**src/rtl/dds_sweep_ctrl.sv**
```systemverilog
// Frequency-sweep sequencer for a DDS core: steps the tuning word from f_start
// to f_stop, holds each point for a dwell time, single-shot or continuous.
module dds_sweep_ctrl #(
  parameter int PW = 16,
  parameter int DW = 16
) (
  input  logic          clk,
  input  logic          rst,
  input  logic          start,
  input  logic          abort,
  input  logic          cont,
  input  logic [PW-1:0] f_start,
  input  logic [PW-1:0] f_stop,
  input  logic [PW-1:0] f_step,
  input  logic [DW-1:0] dwell,
  output logic [PW-1:0] phase_inc,
  output logic          load,
  output logic          busy,
  output logic          done
);

  typedef enum logic [1:0] {S_IDLE, S_LOAD, S_DWELL, S_DONE} state_t;

  state_t        state_q, state_d;
  logic [PW-1:0] cur_q, cur_d;
  logic [PW-1:0] start_q, start_d;
  logic [PW-1:0] stop_q, stop_d;
  logic [PW-1:0] step_q, step_d;
  logic [DW-1:0] dwell_q, dwell_d;
  logic [DW-1:0] cnt_q, cnt_d;
  logic          cont_q, cont_d;
  logic          down_q, down_d;

  logic [PW:0]   sum;
  logic [PW:0]   diff;
  logic [PW-1:0] next_pt;

  // Next point, computed one bit wider so carry/borrow clamp to f_stop.
  always_comb begin
    sum  = {1'b0, cur_q} + {1'b0, step_q};
    diff = {1'b0, cur_q} - {1'b0, step_q};
    if (down_q) begin
      next_pt = (diff[PW] || (diff[PW-1:0] <= stop_q)) ? stop_q : diff[PW-1:0];
    end else begin
      next_pt = (sum[PW] || (sum[PW-1:0] >= stop_q)) ? stop_q : sum[PW-1:0];
    end
  end

  always_comb begin
    // NOTE: every _d defaults to its _q first, so no path can infer a latch.
    state_d = state_q;
    cur_d   = cur_q;
    start_d = start_q;
    stop_d  = stop_q;
    step_d  = step_q;
    dwell_d = dwell_q;
    cnt_d   = cnt_q;
    cont_d  = cont_q;
    down_d  = down_q;

    unique case (state_q)
      S_IDLE: begin
        if (start && !abort) begin
          cont_d  = cont;
          start_d = f_start;
          stop_d  = f_stop;
          step_d  = f_step;
          dwell_d = (dwell == '0) ? DW'(1) : dwell;
          cur_d   = f_start;
          down_d  = (f_stop < f_start);
          state_d = S_LOAD;
        end
      end
      S_LOAD: begin
        cnt_d   = dwell_q - DW'(1);
        state_d = S_DWELL;
      end
      S_DWELL: begin
        if (cnt_q != '0) begin
          cnt_d = cnt_q - DW'(1);
        end else if ((cur_q == stop_q) || (step_q == '0)) begin
          state_d = S_DONE;
        end else begin
          cur_d   = next_pt;
          state_d = S_LOAD;
        end
      end
      S_DONE: begin
        if (cont_q) begin
          cur_d   = start_q;
          state_d = S_LOAD;
        end else begin
          state_d = S_IDLE;
        end
      end
    endcase

    // Abort overrides every transition; the tuning word is left where it was.
    if (abort && (state_q != S_IDLE)) begin
      state_d = S_IDLE;
      cur_d   = cur_q;
    end
  end

  // NOTE: sequential state uses non-blocking assignments so all registers
  // update together from the same pre-edge values.
  always_ff @(posedge clk or posedge rst) begin
    if (rst) begin
      state_q <= S_IDLE;
      cur_q   <= '0;
      start_q <= '0;
      stop_q  <= '0;
      step_q  <= '0;
      dwell_q <= '0;
      cnt_q   <= '0;
      cont_q  <= 1'b0;
      down_q  <= 1'b0;
    end else begin
      state_q <= state_d;
      cur_q   <= cur_d;
      start_q <= start_d;
      stop_q  <= stop_d;
      step_q  <= step_d;
      dwell_q <= dwell_d;
      cnt_q   <= cnt_d;
      cont_q  <= cont_d;
      down_q  <= down_d;
    end
  end

  assign phase_inc = cur_q;
  assign load      = (state_q == S_LOAD);
  assign done      = (state_q == S_DONE);
  assign busy      = (state_q == S_LOAD) || (state_q == S_DWELL) ||
                     ((state_q == S_DONE) && cont_q);

endmodule

```
**config.mk**
```make
export PLATFORM = sky130hd
export DESIGN_NAME = dds_sweep_ctrl
export DESIGN_NICKNAME = d
export VERILOG_FILES = /design/src/rtl/dds_sweep_ctrl.sv
export SDC_FILE = /design/constraint.sdc
export NUM_CORES = 1
export LEC_CHECK = 0
export ABC_AREA = 1
export BUFFER_PORTS_ARGS = -buffer_cell sky130_fd_sc_hd__buf_4
export CORE_ASPECT_RATIO = 0.75
export CORE_UTILIZATION = 38
export DETAILED_ROUTE_END_ITERATION = 6
export PLACE_DENSITY = 0.59
export SLEW_MARGIN = 5
export SYNTH_ARGS = -nofsm -noshare
export SYNTH_HDL_FRONTEND = slang
export SYNTH_SLANG_ARGS = --single-unit
export TNS_END_PERCENT = 5
```
**constraint.sdc**
```tcl
create_clock -name clk -period 3.2 [get_ports clk]
set_clock_uncertainty 0.2 [all_clocks]
set_input_delay 0.32 -clock clk [delete_from_list [all_inputs] [get_ports clk]]
set_output_delay 0.32 -clock clk [all_outputs]
set_load 0.05 [all_outputs]
```
* Word-level counts from Yosys, hierarchy flattened
Index checks and enable logic that the tools add are counted.
** Storage, ports and cells
- Bits in registers :: 100
- Input bits :: 69
- Word-level logic and storage cells :: 65
** Operators by class
- Add/sub/neg operators :: 4
- Reductions and logical operators :: 20
- Equality and inequality tests :: 11
- Bitwise logic cells :: 1
- Order comparisons :: 3
- Mux-type cells :: 17
** Operators with widths (number)
- $mux W16 :: 9
- $pmux W16 S3 :: 1
- $logic_not A16 Y1 :: 2
- $pmux W16 S2 :: 1
- $sub A16 B1 Y16 const B :: 2
- $add A16 B16 Y17 :: 1
- $sub A16 B16 Y17 :: 1
- $eq A16 B16 Y1 :: 1
- $ge A16 B16 Y1 :: 1
- $le A16 B16 Y1 :: 1
- $lt A16 B16 Y1 :: 1
- $reduce_bool A16 Y1 :: 1
- $mux W2 :: 4
- $ne A2 B2 Y1 const B :: 4
- $pmux W2 S4 :: 1
- $ne A3 B3 Y1 const B :: 2
- $reduce_and A2 Y1 :: 3
- $reduce_and A6 Y1 :: 1
- $logic_or A1 B1 Y1 :: 5
- $eq A2 B2 Y1 const B :: 2
- $reduce_bool A2 Y1 :: 2
- $logic_and A1 B1 Y1 :: 3
- $reduce_bool A3 Y1 :: 1
- $eq A2 B1 Y1 const B :: 1
- 5 further kinds :: 5

* Depth between registers and ports, before layout
- Word-level depth :: 8
- Gate-level depth with buffers :: 26
- Mapped depth without buffers :: 24

* Least setup slack after synthesis
Ideal clock, no wire load.
- Path kind :: flip-flop to flip-flop
- From :: reg cur_q[0] (netlist: phase_inc[0])
- To :: reg cur_q[14] (netlist: phase_inc[14])
- Setup slack :: -0.470 ns
- Cell stages (with the launch flop) :: 24
- Required time :: 2.927 ns
- Arrival time :: 3.396 ns
- Library setup time :: 0.073 ns
- Path through :: dfrtp_1 -> inv_1 -> ha_1 -> fa_1 -> inv_1 -> nand3_1 -> nand2_1 -> nand2_1 -> nand2_1 -> nand3_1 -> nand3_1 -> nand2_1 -> ha_1 -> nand2_1 -> nor3_1 -> nand2_1 -> nand2_1 -> buf_2 -> nand2_1 -> nor2_4 -> nand2_1 -> nand3_1 -> nand3_2 -> a21oi_2
** Between the ends
- Longest elaborated chain between the ends :: 8
- Elaborated cells between the ends (all ways) :: 16
** Ends and longest elaborated chain
- start: declaration :: RTL line 25 : logic [PW-1:0] cur_q, cur_d;
- start signal: assignment :: RTL line 120 : cur_q <= cur_d;
- $add A16 B16 Y17 or $sub A16 B16 Y17 (tied branches) :: RTL line 40, 41
- $ge A16 B16 Y1 or $le A16 B16 Y1 (tied branches) :: RTL line 45, 43
- $logic_or A1 B1 Y1, on equally long branches :: RTL line 45, 43
- $mux W16, on equally long branches :: RTL line 45, 43
- $mux W16 :: RTL line 42 : if (down_q) begin
- $mux W16 :: RTL line 81 : end else if ((cur_q == stop_q) || (step_q == '0)) begin
- $mux W16 :: RTL line 79 : if (cnt_q != '0) begin
- $pmux W16 S3 :: RTL line 61 : unique case (state_q)
Parallel ways exist; a longest one is shown, timed or not. The select of a mux whose other input is x is not followed.
A chain may end at the register's enable or synchronous reset.

* Final worst setup path
- From :: reg step_q[0]
- To :: reg cur_q[14] (netlist: phase_inc[14])
** Between the ends
- Longest elaborated chain between the ends :: 8
- Elaborated cells between the ends (all ways) :: 16
** Ends and longest elaborated chain
- start: declaration :: RTL line 28 : logic [PW-1:0] step_q, step_d;
- start signal: assignment :: RTL line 123 : step_q <= step_d;
- $add A16 B16 Y17 or $sub A16 B16 Y17 (tied branches) :: RTL line 40, 41
- $ge A16 B16 Y1 or $le A16 B16 Y1 (tied branches) :: RTL line 45, 43
- $logic_or A1 B1 Y1, on equally long branches :: RTL line 45, 43
- $mux W16, on equally long branches :: RTL line 45, 43
- $mux W16 :: RTL line 42
- $mux W16 :: RTL line 81
- $mux W16 :: RTL line 79
- $pmux W16 S3 :: RTL line 61
Parallel ways exist; a longest one is shown, timed or not. The select of a mux whose other input is x is not followed.

==> results.json <==
{
  "die_y_um": 134,
  "pre_cts_ws_ns": -0.888,
  "drv_slew": 0,
  "synth_edf_count": 0,
  "ys.flop_type": "dfrtp_1",
  "hold_viol": 0,
  "layout_min_cycle_time_ns": 3.50,
  "grt_usage": 0.269,
  "stdcell_area_sq_um": 13100,
  "clock_path_buffers": 2,
  "fmax_ghz": 0.285,
  "path_clk_slew_ns": 0.08,
  "grt_pass1_vias": 9048,
  "hpwl_mm": 23.9,
  "core_area_sq_um": 23000,
  "row_count": 48,
  "post-route-period-util": 1.10,
  "wirelength_mm": 31.8,
  "path_class": "register to register",
  "placed_cells": 1816,
  "synthTopCellsByArea": "dfrtp_1 28%, nand2_1 17%, ha_1 12%",
  "holdCritPathClass": "input port to register",
  "drt-initial-drc-count": 813,
  "drv_cap": 0,
  "layout_common_cells": "346 x nand2_1, 265 x buf_4, 157 x inv_1, 86 x dfrtp_1, 79 x o21ai_0",
  "hold_ws_ns": 0.0329,
  "cp_max_fo": 3,
  "synth_top_cell_area_share": 0.281,
  "syn_area_sq_um": 8890,
  "top_usage_layer": "met1",
  "synth-seq-cells": 100,
  "ant_nets": 0,
  "drtPass1Iterations": 5,
  "ys_types": 51,
  "violations": "negative setup slack",
  "layout_commonest_cell": "nand2_1",
  "fp.dieW_um": 179,
  "yosysSeqAreaShare": 0.281,
  "cp.arrival_ns": 3.57,
  "vias_per_cell": 5.05,
  "use_met2": 0.383,
  "numCtsBuffers": 9,
  "area_growth_pct": 47.6,
  "worst_pin_slew_ns": 0.887,
  "grt_pass1_wl_mm": 49.1,
  "setup_violations": 16,
  "antenna_found_initial": 0,
  "rsz0062_at_grt": "yes",
  "syn_inst": 1305,
  "tritoncts": "yes",
  "cp-start-kind": "register",
  "antennaDiodeCount": 0,
  "setup_ws_ns": -0.304,
  "fin_nets": 1772,
  "portBuffers": 87,
  "status": "complete, but fails checks",
  "clockRootBuffer": "clkbuf_16",
  "wire_per_inst_um": 16.5,
  "vias": 9697,
  "place_area_sq_um": 11000,
  "worstSetupEndpointType": "register",
  "die-area_sq_um": 24000,
  "htree_levels": 3,
  "drc_errors": 0,
  "finalNonFillerCells": 1922,
  "ys_warn_count": 0,
  "synthArstFlopShare": 1.00,
  "start_util": 0.387,
  "avgSynthCellArea_sq_um": 6.81,
  "drive_gt1_frac": 0.348,
  "synth_nets": 1460,
  "slew_headroom": 0.403,
  "io_pins": 88,
  "grt_use_met3": 0.0363,
  "insertion_delay_ns": 0.38,
  "yosysTopAreaCell": "dfrtp_1",
  "overflow": 0,
  "crit_required_ns": 3.27,
  "cts.sinks": 100,
  "gp_congestion": 0.957,
  "gr-usage-met1": 0.419,
  "grt_max_degree": 81
}
-- synth_stat cells, types with 13 or more instances --
| cell type | n |
|---|---|
| clkbuf_1 | 21 |
| o22ai_1 | 13 |
| nand2_2 | 20 |
| xor2_1 | 13 |
| dfrtp_1 | 100 |
| nand4_1 | 26 |
| nand3_1 | 80 |
| inv_1 | 174 |
| xnor2_1 | 15 |
| ha_1 | 84 |
| nor2_1 | 95 |
| nand3_2 | 24 |
| a21oi_1 | 48 |
| o21ai_0 | 85 |
| buf_2 | 13 |
| nand2_1 | 392 |
-- worst max-delay path, stage by stage, from the launching register on --
cell,delay (ns)
dfrtp_1,0.43
buf_6,0.15
ha_4,0.15
fa_2,0.34
nand3_2,0.09
nand2_2,0.08
nand2_2,0.09
nand2_4,0.07
nand2_2,0.08
nand2_1,0.06
nand2_1,0.07
nand2_2,0.07
buf_4,0.13
buf_4,0.13
buf_4,0.13
buf_4,0.12
buf_4,0.12
buf_4,0.13
buf_4,0.12
buf_4,0.12
buf_4,0.12
buf_4,0.13
nand2_4,0.05
nand3_2,0.06
nand3_2,0.09
a21oi_2,0.05
-- per-stage QoR --
stage / util / setup TNS (ns)
after floorplan: - / -2.47
after global placement: 0.480 / -10.20
after detailed placement: 0.480 / -12.65
after CTS: 0.550 / -3.64
after global routing: 0.570 / -6.67
final: 0.570 / -3.99
-- state kept, by name, indices dropped and copies added (netlist names), 2 cells and up --
name	cells
phase_inc	16
state_q	2
step_q	16
stop_q	16
start_q	16
dwell_q	16
cnt_q	16
-- layer usage --
| layer | part of all wire | up-vias |
|---|---|---|
| met4 | 0.023 | 0 |
| li1 | - | 4808 |
| met2 | 0.42 | 302 |
| met3 | 0.058 | 53 |
| met1 | 0.50 | 4534 |
| met5 | 0 | - |
-- path summary, 6_finish.rpt --
kind,from,end,slack [ns],cells past startpoint
min,dwell[0],dwell_q[0],0.03,3
min reg2reg,dwell_q[13],dwell_q[13],0.28,2
max,step_q[0],phase_inc[14],-0.30,25
max in group asynchronous,rst,phase_inc[12],1.56,4
min in group asynchronous,rst,phase_inc[3],0.35,3
max reg2reg,step_q[0],phase_inc[14],-0.30,25
-- cell families (layout without fill, tap and decap cells) --
logic type	after synthesis	count (layout)	synth area share
simple gates	677	677	0.345
buf+inv	229	546	0.104
compound gates	184	184	0.118
flops	100	100	0.281
fa+ha+maj	86	86	0.123
xor+xnor	28	28	0.0276
mux	1	1	0.00113
-- layout make-up --
class                           instances  area, sq um
Inverter                              187          709
Timing Repair Buffer                  343         2840
Multi-Input combinational cell        976         6350
Fill cell                            2158         9880
Sequential cell                       100         2520
Clock buffer                           10          229
Tap cell                              300          375
Clock inverter                          6         97.6
-- what timing repair did --
item                                    in CTS  in global routing
endpoints found under the hold margin       80                  0
cloned                                       1                  0
hold buffers                                61                  0
endpoints found under the setup margin      16                 16
pin swaps                                   25                 55
resized for setup                           98                103
setup buffers                               21                  8
Power is not shown: default switching activity piles up to over one toggle a cycle in this logic, so the estimate is an artifact.
